`config.mk`:
```
export PLATFORM = sky130hd
export DESIGN_NAME = gtp_rx_deframer
export DESIGN_NICKNAME = d
export VERILOG_FILES = /design/src/rtl/gtp_rx_deframer.sv
export SDC_FILE = /design/constraint.sdc
export NUM_CORES = 1
export LEC_CHECK = 0
export ABC_AREA = 1
export CELL_PAD_IN_SITES_DETAIL_PLACEMENT = 0
export CELL_PAD_IN_SITES_GLOBAL_PLACEMENT = 1
export CORE_ASPECT_RATIO = 0.6
export CORE_MARGIN = 5
export CORE_UTILIZATION = 40
export CTS_BUF_LIST = sky130_fd_sc_hd__clkbuf_16
export DETAILED_ROUTE_END_ITERATION = 16
export PLACE_DENSITY_LB_ADDON = 0.3
export REMOVE_ABC_BUFFERS = 1
export SLEW_MARGIN = 10
export SYNTH_ARGS = -nofsm -noshare
export SYNTH_HDL_FRONTEND = slang
export SYNTH_SLANG_ARGS = --single-unit
export TNS_END_PERCENT = 30
```
`constraint.sdc`:
```
create_clock -name gtp_clk -period 2.85 [get_ports gtp_clk]
set_input_delay 0.855 -clock gtp_clk [delete_from_list [all_inputs] [get_ports gtp_clk]]
set_output_delay 0.855 -clock gtp_clk [all_outputs]
set_load 0.005 [all_outputs]
```
`src/rtl/gtp_rx_deframer.sv`:
```
// Receive deframer for the GTP link: acquires comma lock, strips SOF/EOF and
// rebuilds the byte + type stream for the RX FIFO. Define RX_STATS_EN for frame/error counters.
module gtp_rx_deframer #(
  parameter int LOCK_COUNT = 16,
  parameter int ERR_LIMIT  = 4,
  parameter int MAX_LEN    = 256
) (
  input  logic       gtp_clk,
  input  logic       rst,
  input  logic [7:0] rx_data,
  input  logic       rx_charisk,
  input  logic       rx_err,
  input  logic       rx_valid,
  output logic [7:0] dout,
  output logic [1:0] dtout,
  output logic       dout_we,
  output logic       link_ready,
  output logic       frame_err
`ifdef RX_STATS_EN
  ,
  output logic [15:0] frame_cnt,
  output logic [15:0] err_cnt
`endif
);

  localparam int CW = $clog2(LOCK_COUNT + 1);
  localparam int EW = $clog2(ERR_LIMIT + 1);
  localparam int LW = $clog2(MAX_LEN + 1);

  localparam logic [7:0] K_COMMA = 8'hBC;
  localparam logic [7:0] K_SOF   = 8'hFB;
  localparam logic [7:0] K_EOF   = 8'hFD;

  typedef enum logic [1:0] {
    UNLOCKED = 2'd0,
    IDLE     = 2'd1,
    IN_FRAME = 2'd2,
    DRAIN    = 2'd3
  } state_t;

  state_t          state;
  logic [CW-1:0]   comma_cnt;
  logic [EW-1:0]   err_run;
  logic [LW-1:0]   len;
  logic            hold_full;
  logic [7:0]      hold_data;

  logic is_comma, is_sof, is_eof, frame_data, hold_load, len_full;

  assign is_comma   = rx_charisk && (rx_data == K_COMMA);
  assign is_sof     = rx_charisk && (rx_data == K_SOF);
  assign is_eof     = rx_charisk && (rx_data == K_EOF);
  assign len_full   = (len == LW'(MAX_LEN));
  assign frame_data = rx_valid && !rx_err && !rx_charisk && (state == IN_FRAME);
  assign hold_load  = frame_data && !len_full;

  // Hold register: one byte of look-ahead so its type is known when it leaves
  always_ff @(posedge gtp_clk) begin
    if (hold_load) hold_data <= rx_data;
  end

  always_ff @(posedge gtp_clk) begin
    if (rst) begin
      state      <= UNLOCKED;
      comma_cnt  <= '0;
      err_run    <= '0;
      len        <= '0;
      hold_full  <= 1'b0;
      dout       <= 8'h00;
      dtout      <= 2'b00;
      dout_we    <= 1'b0;
      link_ready <= 1'b0;
      frame_err  <= 1'b0;
    end else begin
      dout_we   <= 1'b0;
      frame_err <= 1'b0;
      if (rx_valid) begin
        if (state == UNLOCKED) begin
          if (is_comma && !rx_err) begin
            if (comma_cnt == CW'(LOCK_COUNT - 1)) begin
              comma_cnt  <= '0;
              err_run    <= '0;
              link_ready <= 1'b1;
              state      <= IDLE;
            end else begin
              comma_cnt <= comma_cnt + CW'(1);
            end
          end else begin
            comma_cnt <= '0;
          end
        end else if (rx_err) begin
          // Corrupted symbols only feed the loss-of-lock run counter
          if (err_run == EW'(ERR_LIMIT - 1)) begin
            err_run    <= '0;
            comma_cnt  <= '0;
            len        <= '0;
            hold_full  <= 1'b0;
            link_ready <= 1'b0;
            state      <= UNLOCKED;
            if (state == IN_FRAME) frame_err <= 1'b1;
          end else begin
            err_run <= err_run + EW'(1);
          end
        end else begin
          err_run <= '0;
          case (state)
            IDLE: begin
              if (is_sof) begin
                len       <= '0;
                hold_full <= 1'b0;
                state     <= IN_FRAME;
              end else if (!is_comma) begin
                frame_err <= 1'b1;
              end
            end
            IN_FRAME: begin
              if (!rx_charisk) begin
                if (len_full) begin
                  frame_err <= 1'b1;
                  hold_full <= 1'b0;
                  len       <= '0;
                  state     <= DRAIN;
                end else begin
                  if (hold_full) begin
                    dout    <= hold_data;
                    dtout   <= (len == LW'(1)) ? 2'b01 : 2'b00;
                    dout_we <= 1'b1;
                  end
                  hold_full <= 1'b1;
                  len       <= len + LW'(1);
                end
              end else if (is_eof) begin
                if (hold_full) begin
                  dout    <= hold_data;
                  dtout   <= (len == LW'(1)) ? 2'b11 : 2'b10;
                  dout_we <= 1'b1;
                end else begin
                  frame_err <= 1'b1;
                end
                hold_full <= 1'b0;
                len       <= '0;
                state     <= IDLE;
              end else if (is_sof) begin
                frame_err <= 1'b1;
                hold_full <= 1'b0;
                len       <= '0;
              end else if (!is_comma) begin
                frame_err <= 1'b1;
                hold_full <= 1'b0;
                len       <= '0;
                state     <= IDLE;
              end
            end
            DRAIN: begin
              if (is_eof) begin
                state <= IDLE;
              end else if (is_sof) begin
                len       <= '0;
                hold_full <= 1'b0;
                state     <= IN_FRAME;
              end
            end
            default: state <= UNLOCKED;
          endcase
        end
      end
    end
  end

`ifdef RX_STATS_EN
  function automatic logic [15:0] sat_inc(input logic [15:0] v);
    return (v == 16'hFFFF) ? v : v + 16'd1;
  endfunction

  // Statistics stage: counts the registered strobes and error pulses
  always_ff @(posedge gtp_clk) begin
    if (rst) begin
      frame_cnt <= 16'd0;
      err_cnt   <= 16'd0;
    end else begin
      if (dout_we && dtout[1]) frame_cnt <= sat_inc(frame_cnt);
      if (frame_err) err_cnt <= sat_inc(err_cnt);
    end
  end
`endif

endmodule

```
==> metrics.md <==
| Metric | Value |
|---|---|
| # IOs | `26` |
| Relative slew slack | `72.9%` |
| Placer's final routability congestion estimate | `0.862` |
| Total GRT Usage | `15.9%` |
| CP Capture Type | `register` |
| RSZ-0062 raised after global routing | `no` |
| Share of cells above drive strength 1 | `7.84%` |
| Status | `finished clean` |
| Adder-Cell Fraction of Synth Area | `4.90%` |
| Cell-internal power | `0.000967 W` |
| Worst Setup SP | `rx_charisk` |
| Drt first pass iters | `4` |
| Maximum VDD drop | `0.000390 V` |
| CTS tree | `done` |
| Required time worst endpoint | `3.06 ns` |
| WL final | `5.63 mm` |
| Cells after Synth | `330` |
| Cell row count | `21` |
| Via count | `2119` |
| Post-Synth XOR/XNOR Area | `0.763%` |
| Nets | `378` |
| GRT Residual Overflow | `0` |
| Worst Setup Path Type | `input pin to register` |
| Max clock buf depth | `2` |
| Die area | `7410 um^2` |
| Part of the power in combinational logic | `10.8%` |
| Filler cells | `564` |
| Fin. Hold Viols | `0` |
| Clk slew on worst S/H paths | `0.06 ns` |
| Max-cap violations | `0` |
| Cell area after synthesis | `2300 um^2` |
| Leakage | `1.07 nW` |
| Largest area contributor in the netlist | `dfxtp_1` |
| Fmax | `0.416 GHz` |
| Number of distinct library cells after synthesis | `29` |
| # placed instances | `429` |
| Synthesis Warnings | `0` |
| Crit share post-route | `84.4%` |
| Area grow syn2layout | `20.5%` |
| Clock Sinks | `41` |
| Tightest Pin Transition | `0.407 ns` |
| Vias per inst | `4.85` |
| Switching share of power | `25.0%` |
| H-tree depth | `2` |
| Core area | `5570 um^2` |
| Worst EP arrival | `2.62 ns` |
| DPL Wire Length | `4.28 mm` |
| Main combinational cell family by area after synthesis | `simple AND/OR/NAND/NOR gates` |
| Clk_skew | `0.00314 ns` |
| Hold path start | `comma_cnt[4]$_SDFFE_PP0P_` |
| Starting Density | `41.2%` |
| DRC errors left | `0` |
| Register area share after synthesis | `39.2%` |
| #FFs+latches synth | `41` |
| Cts bufs inserted | `5` |
| Seq pwr share | `46.7%` |
| Setup TNS Final | `0 ns` |
| Initial DRC count | `275` |
| Wire per inst | `12.9 um` |
| Initial antenna violation count | `0` |
| First-pass GRT wire length | `9.16 mm` |
| Synth top area share | `28.8%` |
| CP max FO | `11` |
| Post-CTS Setup Bufs | `0` |
| Startpoint types | `input pin` |
| Fin crit period | `2.40 ns` |
| R2r startpoint | `state[0]$_SDFFE_PP0P_` |
| CTS Hold Buffers Added | `0` |
| Die X | `108 um` |
| Worst-skew pair later-pin latency | `0.28 ns` |
| I/O Buffers | `25` |
| Sw Pwr | `0.000323 W` |
| ANT nets after route | `0` |
| Synth Area per Inst | `6.96 um^2` |
| Root buf cell | `clkbuf_16` |
| Mux cell area share after synthesis | `0%` |
| Clock network fraction of total power | `42.6%` |
| Fin. max-slew vios | `0` |
| Post-synthesis simple-gate area fraction | `36.8%` |
| Min-delay worst type | `register to register` |
| Util after Layout | `49.7%` |
| Post-CTS Resized | `0` |
| N_diodes | `0` |
| Die Height | `68.7 um` |
| Fin cells | `437` |
| Final setup violation count | `0` |
| Post-synthesis compound-gate area fraction | `9.69%` |
| Top post-synthesis cells by area | `dfxtp_1, nand2_1, edfxtp_1` |
| Number of global-route vias before repair | `1826` |
| Largest net degree at the start of global routing | `25` |
| Power per cell area | `466 nW/um^2` |
-- cell type report --
class	count	area (um^2)	area share, %
tap	80	100	3.61
clock buffer	5	125	4.52
clock inverter	3	17.5	0.633
inverter	37	139	5.02
multi-input combinational	241	1200	43.3
timing repair buffer	30	288	10.4
sequential	41	901	32.5
-- routing by layer --
layer	vias up	wire, um	global-route usage (%)
li1	1125	-	-
met1	932	3190	25.9
met2	58	2020	20.9
met3	4	403	3.81
met4	0	19	2.05
met5	-	0	0
-- critical path, cell delays in order --
cell             delay [ns]
clkdlybuf4s50_1        0.61
nand2_2                0.10
nor2_4                 0.17
nand2_1                0.11
nand2_1                0.07
nor2_1                 0.05
nor2_2                 0.15
nand2_2                0.18
inv_2                  0.14
nand2_1                0.06
a21oi_1                0.12
-- Yosys cell counts --
master / count
nand2_1: 84
nand3_1: 42
nor2_1: 35
inv_1: 34
dfxtp_1: 33
a21oi_1: 28
ha_1: 9
edfxtp_1: 8
nor3_1: 8
o21ai_0: 8
nand4_1: 7
buf_2: 5
clkbuf_1: 4
nand2_2: 3
nand3b_1: 3
a21oi_2: 2
inv_2: 2
nor2_4: 2
or2_2: 2
xor2_1: 2
a21oi_4: 1
and2_1: 1
buf_4: 1
buf_6: 1
clkinv_1: 1
nand3_2: 1
nor2_2: 1
nor4_1: 1
o21ai_2: 1
-- sequential cells by signal (all words and copies together), names as in the netlist --
name,count
link_ready,1
hold_full,1
hold_data,8
dout,8
state,2
comma_cnt,5
frame_err,1
dout_we,1
len,9
err_run,3
dtout,2
-- cells in the final DEF, fill, tap and decap left out, drive strengths merged --
cell,count
a21oi,31
and2,1
buf,5
clkbuf,5
clkdlybuf4s50,25
clkinv,3
clkinvlp,1
dfxtp,33
edfxtp,8
ha,9
inv,36
nand2,87
nand3,43
nand3b,3
nand4,7
nor2,38
nor3,8
nor4,1
o21ai,9
or2,2
xor2,2
-- cells by family after synthesis --
family,Yosys count
AOI/OAI and AO/OA,40
xor gates and xnor gates,2
adders and majority gates,9
buffers and inverters,48
DFF,41
and+or+nand+nor,190
-- power by group through the flow --
| stage | clock [W] | sequential (W) | combinational [W] |
|---|---|---|---|
| finish | 0.000549 | 0.000602 | 0.000139 |
| global route | 0.000595 | 0.000602 | 0.000157 |
| CTS | 0.000559 | 0.000602 | 0.000139 |
| detailed placement | 0 | 0.000615 | 0.000138 |
| global placement | 0 | 0.000614 | 0.000139 |
| floorplan | 0 | 0.000614 | 0.0000801 |
-- metrics by stage --
stage          instance area, um^2  hold WS, ns  power (W)  setup WS [ns]
2_1_floorplan                 2240        0.422   0.000694          0.472
3_3_place_gp                  2630        0.438   0.000754          0.217
3_5_place_dp                  2630        0.433   0.000753          0.182
4_1_cts                       2770        0.445    0.00130          0.464
5_1_grt                       2770        0.461    0.00135          0.297
6_report                      2770        0.445    0.00129          0.445
-- final timing paths --
kind / endpoint / slack (ns) / depth (start not counted)
max: len[5]$_SDFFE_PP0P_ / 0.45 / 11
min: comma_cnt[4]$_SDFFE_PP0P_ / 0.45 / 2
max reg2reg: hold_data[0]$_DFFE_PP_ / 0.72 / 5
min reg2reg: comma_cnt[4]$_SDFFE_PP0P_ / 0.45 / 2
Power figures use the tool's default switching activity.
